## src/rtl/cnt_dn_reload.sv

```systemverilog
// Loadable down-counting timer with a programmable prescaler.
// Counts a loaded value down to zero, then either stops (one-shot) or reloads (periodic).
module cnt_dn_reload #(
   parameter int n  = 4,
   parameter int PW = 4
) (
   input  logic          Clk,
   input  logic          resetn,
   input  logic          en,
   input  logic          ld,
   input  logic [n-1:0]  D,
   input  logic          mode,
   input  logic [PW-1:0] presc,
   output logic [n-1:0]  q,
   output logic          tc,
   output logic          busy
);

   typedef enum logic {IDLE, RUN} state_t;

   localparam logic [n-1:0] ONE = n'(1);

   state_t        state;
   logic [n-1:0]  rl;
   logic [PW-1:0] pc;

   // Load beats everything; the >= compare forces a tick if presc drops below pc.
   always_ff @(posedge Clk or negedge resetn) begin
      if (!resetn) begin
         q     <= '0;
         rl    <= '0;
         pc    <= '0;
         tc    <= 1'b0;
         state <= IDLE;
      end else begin
         tc <= 1'b0;
         if (ld) begin
            q     <= D;
            rl    <= D;
            pc    <= '0;
            state <= (D != '0) ? RUN : IDLE;
         end else if (state == RUN && en) begin
            if (pc < presc) begin
               pc <= pc + PW'(1);
            end else begin
               pc <= '0;
               if (q > ONE) begin
                  q <= q - ONE;
               end else if (!mode) begin
                  q     <= '0;
                  tc    <= 1'b1;
                  state <= IDLE;
               end else begin
                  q  <= rl;
                  tc <= 1'b1;
               end
            end
         end
      end
   end

   assign busy = (state == RUN);

endmodule

```

## config.mk

```make
export PLATFORM = sky130hd
export DESIGN_NAME = cnt_dn_reload
export DESIGN_NICKNAME = d
export VERILOG_FILES = /design/src/rtl/cnt_dn_reload.sv
export SDC_FILE = /design/constraint.sdc
export NUM_CORES = 1
export LEC_CHECK = 0
export ABC_AREA = 1
export BUFFER_PORTS_ARGS = -buffer_cell sky130_fd_sc_hd__buf_2
export CORE_MARGIN = 5
export CORE_UTILIZATION = 47
export CTS_CLUSTER_SIZE = 10
export DETAILED_ROUTE_END_ITERATION = 6
export PLACE_DENSITY = 0.73
export SYNTH_ARGS = -nofsm -noshare
export SYNTH_HDL_FRONTEND = slang
export SYNTH_SLANG_ARGS = --single-unit
export TNS_END_PERCENT = 1
```

## constraint.sdc

```tcl
create_clock -name Clk -period 1.3 [get_ports Clk]
set_input_delay 0.195 -clock Clk [delete_from_list [all_inputs] [get_ports Clk]]
set_output_delay 0.195 -clock Clk [all_outputs]
set_load 0.01 [all_outputs]
```

Yosys cells after proc, flatten, opt, wreduce, memory -nomap -nowiden
Index checks and enable logic that the tools add are counted.
{"block": "totals", "out_inout_bits": 6, "register_bits": 14, "inputBits": 13, "word_cells": 35}
{"block": "op_classes", "addsub": 2, "mux": 18, "eq_ne": 3, "reduce_logical": 5, "n_lt_le_gt_ge": 2}
{"op": "4-bit two-way mux", "count": 8}
{"op": "1-bit two-way mux", "count": 10}
{"op": "2-bit inequality test, second input constant", "count": 3}
{"op": "4-bit by 1-bit adder with 4-bit output, second input constant", "count": 1}
{"op": "4-bit by 1-bit greater-than comparator with 1-bit output, second input constant", "count": 1}
{"op": "4-bit less-than comparator", "count": 1}
{"op": "4-bit AND reduction", "count": 1}
{"op": "4-bit nonzero test", "count": 1}
{"op": "4-bit by 1-bit subtractor with 4-bit output, second input constant", "count": 1}
{"op": "2-bit AND reduction", "count": 1}
{"op": "2-bit nonzero test", "count": 1}
{"op": "1-bit logical AND", "count": 1}

Logic depth before layout (Yosys ltp)
Gate-level depths: netlist of run 1.
{"block": "depth", "ltp_word": 5, "depth_mapped": 10, "ltp_nobuf": 10}

Least setup slack after synthesis of run 1
No wires, ideal clock.
{"block": "synth_timing", "path_kind": "flip-flop to flip-flop", "start": "reg pc[3]", "end": "reg pc[3]", "n_path_buf": 0, "stages_incl_launch_ff": 7, "period_less_slack_ns": 1.326, "setup_time_ns": 0.071, "t_arrival_ns": 1.255, "setup_slack_ns": -0.026, "cell_sequence": "dfrtp_1 > ha_1 > a21oi_1 > nand3_2 > nand2_2 > inv_1 > nor2_1"}
{"block": "synth_via", "elab_chain_cells": 4}
{"element": "start, declared", "line": "25", "text": "logic [PW-1:0] pc;"}
{"element": "start signal, assigned", "line": "44", "text": "pc <= pc + PW'(1);"}
{"element": "4-bit by 1-bit adder with 4-bit output or 4-bit less-than comparator (tied branches)", "line": "44, 43"}
{"element": "4-bit two-way mux *", "line": "43", "text": "if (pc < presc) begin"}
{"element": "4-bit two-way mux *", "line": "42", "text": "end else if (state == RUN && en) begin"}
{"element": "4-bit two-way mux *", "line": "37", "text": "if (ld) begin"}
Mark *: on every way between the ends. The rest lies on a longest branch, timed or not. The select of a mux whose other input is x is not followed.
A chain may end at the register's enable or synchronous reset.

Final worst setup path of run 1
{"block": "layout_timing", "start": "reg q[1]", "end": "reg q[2]"}
{"block": "layout_via", "elab_chain_cells": 5}
{"element": "start, declared", "line": "14", "text": "output logic [n-1:0] q,"}
{"element": "start signal, assigned", "line": "48", "text": "q <= q - ONE;"}
{"element": "start signal, assigned", "line": "54", "text": "q <= rl;"}
{"element": "4-bit by 1-bit subtractor with 4-bit output or 4-bit by 1-bit greater-than comparator with 1-bit output (tied branches)", "line": "48, 47"}
{"element": "4-bit two-way mux *", "line": "47", "text": "if (q > ONE) begin"}
{"element": "4-bit two-way mux *", "line": "43"}
{"element": "4-bit two-way mux *", "line": "42"}
{"element": "4-bit two-way mux *", "line": "37"}
Marks and branches as above.

==> results.toml, run 1 <==
[run_status]
status = "finished, violations left"
violations = "negative setup slack"

[clock_network]
cts_buffer_depth = 2
cts_tree = "built"
cts.sinks = 14
htree_levels = 1
worstSkewPairLatency_ns = 0.29
cts_buffers = 3
cts_root_buf = "clkbuf_4"
cts.clk_slew.worst_paths_ns = 0.09

[worst_setup_path]
worstRegToRegCells = 10
cp_max_fo = 3
cp.required_ns = 1.49
startpoint_type = "flip-flop"
r2r_slack_ns = -0.04
timing.rr.end = "q[2]$_DFFE_PN0P_"
crit_type = "flip-flop to flip-flop"
endpoint_kind = "flip-flop"
crit_arrival_ns = 1.53
reg2reg_from = "q[1]$_DFFE_PN0P_"

[power]
power_frac_clock = 0.139
pwr-share-comb = 0.593
ir_drop_v = 0.000944
switching_power_mw = 1.01
switching_share = 0.433
power.leakage_nw = 0.745
powerDensity_nw_per_um2 = 1820
intPower_mw = 1.32
seqPwrFrac = 0.268

[hold_path]
hold_depth = 3
holdCritPathClass = "input port to flip-flop"
min_to = "rl[2]$_DFFE_PN0P_"
worstHoldStart = "D[2]"

[synth]
synth_area_um2 = 907
ys_seq_area_frac = 0.386
yosys_warnings = 0
synth_top_cell_by_area = "dfrtp_1"
synth_top_area_frac = 0.386
synthDistinctLibCells = 18
syn_avg_cell_area_um2 = 7.26
synth_area_leaders = "dfrtp_1 39%, nand2_1 20%, ha_1 8.3%"
syn-num-nets = 144
ys_ff_latch = 14
syn_inst = 125

[timing]
rsz0062_at_grt = "true"
slew_viol_final = 0
holdWs_ns = 0.165
tns_ns = -0.116
setup_violations = 5
finalCritPeriodShare = 1.03
maxSlewHeadroom = 0.778
fmax_mhz = 746
worstMarginPinSlew_ns = 0.333
finClkSkew_ns = 0.00474
finalHoldViolations = 0
period_needed_ns = 1.34
fin_ws_ns = -0.0407

[drt]
post_drt_via_cell_ratio = 5.17
postRouteAntennaNets = 0
first_iter_violations = 18
drt_first_pass_iters = 4
drc = 0
wl_per_cell_um = 13.3
via_count = 957
drt-total-wl_um = 2470

[layout]
regArea_um2 = 352
final_common_cell = "nand2_1"
layout.nets = 180
drive_above_1_share = 0.394
area_growth_pct = 41.0
diodes = 0
final_cell_mix = "42 x nand2_1, 18 x buf_2, 13 x inv_1, 13 x dfrtp_1"
utilization = 0.717
fillCellCount = 138
multi_input_area_um2 = 584

[place]
globalplace.congestion = 0.888
port-buffer-count = 18
place_ws_ns = -0.120
hpwl_um = 1700

[floorplan]
die_w_um = 53.9
die_h_um = 53.9
core.rowCount = 15
dieArea_um2 = 2910
coreArea_um2 = 1780
initial_core_util = 0.509
pin_count = 19

[global_route]
antenna_found_initial = 0
grt_usage = 0.191
grt_pass1_vias = 981
grt_pass1_wl_um = 3990
grt_max_degree = 15
global_route.overflow_total = 0

[flow_run]
drv_cap = 0
## logic make-up after synthesis
group | count (synthesis) | share of synthesized area
AOI/OAI and AO/OA | 5 | 0.0331
xor gates and xnor gates | 2 | 0.0193
adders and majority gates | 6 | 0.0828
buffers and inverters | 19 | 0.0869
DFF | 14 | 0.386
and+or+nand+nor | 79 | 0.392
## power groups by stage
stage	combinational (mW)	sequential, mW	clock [mW]
4_1_cts	1.06	0.608	0.329
2_1_floorplan	0.541	0.646	0
3_5_place_dp	0.940	0.612	0
6_report	1.38	0.623	0.325
3_3_place_gp	0.904	0.604	0
5_1_grt	1.53	0.643	0.355
## layer usage
metal  wire length, um  GRT usage  up-vias
li1                  -          -      459
met1               969      0.196      451
met2              1240      0.347       39
met3               180     0.0720        8
met4                74     0.0723        0
met5                 0          0        -
## repair_timing
| item | CTS | global route |
|---|---|---|
| buffers inserted | 2 | 3 |
| hold buffers | 1 | 0 |
| endpoints found under the setup margin | 9 | 10 |
| pin swaps | 4 | 13 |
| hold endpoints to repair | 14 | 0 |
| resized for setup | 14 | 16 |
## worst max path at each step
stage / start / end / slack, ns
after floorplan: q[0]$_DFFE_PN0P_ / q[3]$_DFFE_PN0P_ / -0.02
after global placement: pc[3]$_DFFE_PN0P_ / pc[3]$_DFFE_PN0P_ / -0.007
after detailed placement: q[1]$_DFFE_PN0P_ / q[0]$_DFFE_PN0P_ / -0.12
after CTS: q[1]$_DFFE_PN0P_ / q[0]$_DFFE_PN0P_ / -0.01
after global routing: q[1]$_DFFE_PN0P_ / q[3]$_DFFE_PN0P_ / -0.15
final: q[1]$_DFFE_PN0P_ / q[2]$_DFFE_PN0P_ / -0.04
## critical path, cell delays in order (launching register included)
cell,delay (ns)
dfrtp_1,0.40
inv_2,0.13
ha_4,0.18
buf_4,0.12
nand2_1,0.05
nand2_1,0.07
nand2_1,0.05
nand2_1,0.05
nand2_1,0.06
nand3_1,0.07
nand2_1,0.06
## state kept, by name, indices dropped and copies added, names as in the netlist
name / cells
pc: 4
rl: 4
tc: 1
q: 4
busy: 1
## cells in the mapped netlist (all sizes together)
| cell | number |
|---|---|
| nor2 | 8 |
| buf | 1 |
| a21oi | 3 |
| ha | 6 |
| inv | 18 |
| nand4 | 1 |
| dfrtp | 14 |
| o211a | 1 |
| o21ai | 1 |
| xor2 | 2 |
| nand3b | 1 |
| nand2 | 54 |
| and3b | 1 |
| nand3 | 14 |
## metrics by stage
stage                     std cells  power, mW  instance area, um2
after floorplan                 125       1.19                 911
after global placement          175       1.51                1080
after detailed placement        175       1.55                1080
after CTS                       182       2.00                1200
after global routing            185       2.53                1280
final                           185       2.33                1280
## layout make-up
cell class              count  area share
clock buffers               4      0.0284
multi-input cells          92       0.457
well taps                  25      0.0245
flip-flops and latches     14       0.275
repair buffers             32       0.160
inverters                  18      0.0548
Power figures use the tool's default switching activity.
==> inputs of run 2 (changes only) <==
- CELL_PAD_IN_SITES_DETAIL_PLACEMENT: not set -> 2
- CELL_PAD_IN_SITES_GLOBAL_PLACEMENT: not set -> 2
- CORE_UTILIZATION: 47 -> 26
- PLACE_DENSITY: 0.73 -> not set
- PLACE_DENSITY_LB_ADDON: not set -> 0.1
==> run 2 against run 1 <==
Effect of this change: critical path type unchanged; largest power group unchanged; the flow still finishes with violations (negative setup slack); maximum frequency is 0.99% lower; first-iteration DRC count down 39%; sequential cell count stayed put.
==> results.toml, run 2 (same netlist as run 1, synthesis figures left out) <==
[run_status]
status = "finished, violations left"
violations = "negative setup slack"

[worst_setup_path]
startpoint_type = "flip-flop"
cp.required_ns = 1.52
crit_type = "flip-flop to flip-flop"
worstRegToRegCells = 8
crit_start = "pc[1]$_DFFE_PN0P_"
cp_max_fo = 5
crit_arrival_ns = 1.58
endpoint_kind = "flip-flop"
r2r_slack_ns = -0.05
timing.rr.end = "q[2]$_DFFE_PN0P_"
reg2reg_from = "pc[1]$_DFFE_PN0P_"

[layout]
top_regs = "pc x4, q x4, rl x4"
final_common_cell = "nand2_1"
diodes = 0
final_cell_mix = "45 x nand2_1, 18 x buf_2, 16 x buf_4, 14 x dfrtp_1"
drive_above_1_share = 0.356
instances_no_fill = 209
area_growth_pct = 40.1
layout.nets = 183

[clock_network]
cts_tree = "built"
cts.sinks = 14
worstSkewPairLatency_ns = 0.29
cts_buffer_depth = 2
cts_root_buf = "clkbuf_4"
cts.clk_slew.worst_paths_ns = 0.10
htree_levels = 1
cts_buffers = 3

[drt]
drc = 0
drt_first_pass_iters = 4
via_count = 934
drt-total-wl_um = 2770
post_drt_via_cell_ratio = 4.47
first_iter_violations = 11
wl_per_cell_um = 13.2
postRouteAntennaNets = 0

[global_route]
grt_max_degree = 15
grt_pass1_vias = 1017
global_route.overflow_total = 0
grt_use_met2 = 0.212
grt_pass1_wl_um = 4760
antenna_found_initial = 0
met3_usage = 0.0334
grt-busiest-layer = "met2"
grt_usage = 0.122
met1_usage = 0.153

[power]
ir_drop_v = 0.000605
power.leakage_nw = 0.753
powerDensity_nw_per_um2 = 1670

[hold_path]
holdCritPathClass = "input port to flip-flop"
worstHoldStart = "D[1]"
min_to = "rl[1]$_DFFE_PN0P_"
hold_depth = 3

[floorplan]
pin_count = 19
die_w_um = 69.1
die_h_um = 69.1
coreArea_um2 = 3360
dieArea_um2 = 4770
core.rowCount = 21
initial_core_util = 0.270

[timing]
maxSlewHeadroom = 0.768
worstMarginPinSlew_ns = 0.347
finalHoldViolations = 0
period_needed_ns = 1.35
finClkSkew_ns = 0.0127
setup_violations = 8
rsz0062_at_grt = "true"
slew_viol_final = 0
fin_ws_ns = -0.0541
fmax_mhz = 738
finalCritPeriodShare = 1.04

[place]
globalplace.congestion = 0.792
dp.cells = 197
hpwl_um = 2230
port-buffer-count = 18
place_ws_ns = -0.211

[flow_run]
drv_cap = 0
==> run 2: cell count changes in the layout (fill, tap and decap cells not counted), moves of 2 or more <==
cell / previous run / this run
nand2_1: 42 / 45
inv_2: 4 / 6
buf_4: 11 / 16
nor2_1: 5 / 8
nor2_2: 3 / 0
buf_6: 2 / 0
nand2_2: 8 / 6
==> run 2: metal layers <==
metal  up-vias  routed length, um
met3         2                 90
met1       453               1290
met4         0                 13
met2        16               1380
met5         -                  0
li1        463                  -
==> run 2: critical path: stages, from the launching register on <==
cell and delay [ns]:
dfrtp_1 0.40, ha_1 0.27, nand2_1 0.07, nand2_1 0.07
nand2_2 0.12, nand3_4 0.11, nand2_4 0.13, nand2_1 0.06
nand2_1 0.06
==> run 2: how the worst max path moves through the flow <==
stage,endpoint,slack (ns),cells past startpoint
finish,q[2]$_DFFE_PN0P_,-0.05,8
global route,q[2]$_DFFE_PN0P_,-0.17,8
CTS,tc$_DFF_PN0_,-0.04,5
detailed placement,pc[2]$_DFFE_PN0P_,-0.21,6
global placement,pc[2]$_DFFE_PN0P_,-0.14,6
floorplan,q[3]$_DFFE_PN0P_,-0.02,10
==> run 2: cell type report <==
cell class,count,area (um2)
Tap cell,46,57.6
Inverter,18,67.6
Timing Repair Buffer,35,220
Sequential cell,14,350
Clock buffer,4,36.3
Multi-Input combinational cell,92,539
Fill cell,436,2090
==> run 2: where the power goes <==
group	internal (mW)	switching, mW
logic	0.531	0.651
clock network	0.170	0.157
registers	0.532	0.0805
total	1.23	0.888
==> run 2: through the flow <==
step	instance area (um2)	power (mW)	hold slack [ns]	utilization	TNS, ns
floorplan	911	1.19	-0.101	-	-0.0441
global placement	1110	1.57	0.121	0.331	-0.814
detailed placement	1110	1.61	0.126	0.331	-1.16
CTS	1230	2.09	0.175	0.367	-0.277
global route	1270	2.34	0.176	0.378	-1.40
finish	1270	2.12	0.176	0.378	-0.356
==> run 2: what timing repair did <==
action,4_1_cts,5_1_grt
endpoints found under the hold margin,14,0
endpoints found under the setup margin,9,11
setup buffers,3,4
pin swaps,1,3
hold buffers,1,0
resized for setup,13,3
==> inputs of run 3 (changes only) <==
- PLACE_DENSITY: not set -> 0.7
- PLACE_DENSITY_LB_ADDON: 0.1 -> not set
==> run 3 against run 2 <==
Effect of this change: the run still ends with negative setup slack left; hold slack gained 0.0086 ns; first-iteration DRC count grew 91%; utilization grew 1.9 points; sequential power grew 3%; critical path type unchanged.
==> results.toml, run 3 (same netlist as run 1, synthesis figures left out) <==
[layout]
area_growth_pct = 47.3
final_common_cell = "nand2_1"
top_regs = "pc x4, q x4, rl x4"
fin_area_um2 = 1340
utilization = 0.397
drive_above_1_share = 0.456
diodes = 0
final_cell_mix = "35 x nand2_1, 18 x buf_2, 13 x nand2_2, 13 x dfrtp_1, 12 x buf_4"
layout.nets = 180
fillCellCount = 400

[hold_path]
holdCritPathClass = "input port to flip-flop"
hold_depth = 3

[drt]
via_count = 911
post_drt_via_cell_ratio = 4.42
drt-total-wl_um = 2970
drc = 0
first_iter_violations = 21
wl_per_cell_um = 14.4
postRouteAntennaNets = 0
drt_first_pass_iters = 4

[place]
place_area_um2 = 1110
hpwl_um = 2180
place_ws_ns = -0.128
port-buffer-count = 18
globalplace.congestion = 0.843

[timing]
finClkSkew_ns = 0.0115
finalHoldViolations = 0
period_needed_ns = 1.35
fmax_mhz = 741
setup_violations = 7
slew_viol_final = 0
holdWs_ns = 0.185
worstMarginPinSlew_ns = 0.344
maxSlewHeadroom = 0.771
rsz0062_at_grt = "true"
fin_ws_ns = -0.0491
finalCritPeriodShare = 1.04

[worst_setup_path]
r2r_slack_ns = -0.05
cp.required_ns = 1.49
startpoint_type = "flip-flop"
endpoint_kind = "flip-flop"
cp_max_fo = 3
crit_type = "flip-flop to flip-flop"
crit_arrival_ns = 1.54
worstRegToRegCells = 10

[floorplan]
dieArea_um2 = 4770
die_w_um = 69.1
pin_count = 19
core.rowCount = 21
die_h_um = 69.1
initial_core_util = 0.270
coreArea_um2 = 3360

[global_route]
met3_usage = 0.0262
grt-busiest-layer = "met2"
grt_use_met2 = 0.220
antenna_found_initial = 0
grt_usage = 0.124
grt_pass1_wl_um = 4950
met1_usage = 0.155
grt_max_degree = 15
global_route.overflow_total = 0
grt_pass1_vias = 1028

[clock_network]
cts.sinks = 14
cts.clk_slew.worst_paths_ns = 0.10
cts_buffers = 3
cts_root_buf = "clkbuf_4"
worstSkewPairLatency_ns = 0.28
cts_tree = "built"
cts_buffer_depth = 2
htree_levels = 1

[power]
switching_share = 0.447
power_mw = 2.40
power_frac_clock = 0.135
switching_power_mw = 1.07
intPower_mw = 1.33
ir_drop_v = 0.000476
pwr-share-comb = 0.601
seqPwrFrac = 0.263
power.leakage_nw = 0.757
powerDensity_nw_per_um2 = 1800

[flow_run]
drv_cap = 0

[run_status]
status = "finished, violations left"
violations = "negative setup slack"
run 3: cell count changes in the layout (fill, tap and decap cells not counted), moves of 2 or more:
cell	change
nand2_4	+3
nor2_2	+2
buf_4	-4
nand2_2	+7
nor2_1	-2
nand2_1	-10
nand3_1	-3
nand3_2	+2
run 3: final cells by class:
class,instances,area (um2),area share
clock buffers,4,36.3,0.0272
inverters,18,70.1,0.0524
multi-input cells,92,619,0.463
flip-flops and latches,14,352,0.263
well taps,46,57.6,0.0431
repair buffers,32,201,0.151
run 3: critical path: stages (launching register included):
cell and delay, ns:
dfrtp_2 0.46, inv_2 0.09, ha_4 0.15, inv_4 0.04, buf_6 0.11, nand3_2 0.05, nand2_1 0.09, nand3_2 0.08
nand2_2 0.05, nand3_2 0.06, nand2_1 0.05
run 3: worst paths after layout:
path	startpoint	end
max in group asynchronous	resetn	q[0]$_DFFE_PN0P_
worst min-delay path	D[0]	rl[0]$_DFFE_PN0P_
worst max register to register	q[0]$_DFFE_PN0P_	q[3]$_DFFE_PN0P_
worst max-delay path	q[0]$_DFFE_PN0P_	q[3]$_DFFE_PN0P_
min in group asynchronous	resetn	rl[2]$_DFFE_PN0P_
worst min register to register	rl[2]$_DFFE_PN0P_	rl[2]$_DFFE_PN0P_
run 3: stage by stage:
stage | instances | setup TNS [ns]
2_1_floorplan | 125 | -0.0441
3_3_place_gp | 197 | -0.393
3_5_place_dp | 197 | -0.761
4_1_cts | 205 | -0.181
5_1_grt | 206 | -1.02
6_report | 206 | -0.148
run 3: what timing repair did:
action / in CTS / in global routing
pin swaps: 5 / 8
endpoints found under the setup margin: 10 / 10
hold buffers: 1 / 0
hold endpoints to repair: 14 / 0
resized for setup: 23 / 18
setup buffers: 3 / 1
run 3: power by group through the flow:
stage	sequential, mW	clock [mW]	combinational, mW
4_1_cts	0.626	0.337	1.20
3_3_place_gp	0.611	0	0.958
3_5_place_dp	0.615	0	0.999
2_1_floorplan	0.646	0	0.541
5_1_grt	0.646	0.370	1.60
6_report	0.631	0.325	1.44
run 3: metal layers:
layer,vias up,wire length (um)
met5,-,0
met4,0,8
met3,2,67
met2,10,1570
met1,443,1320
li1,456,-
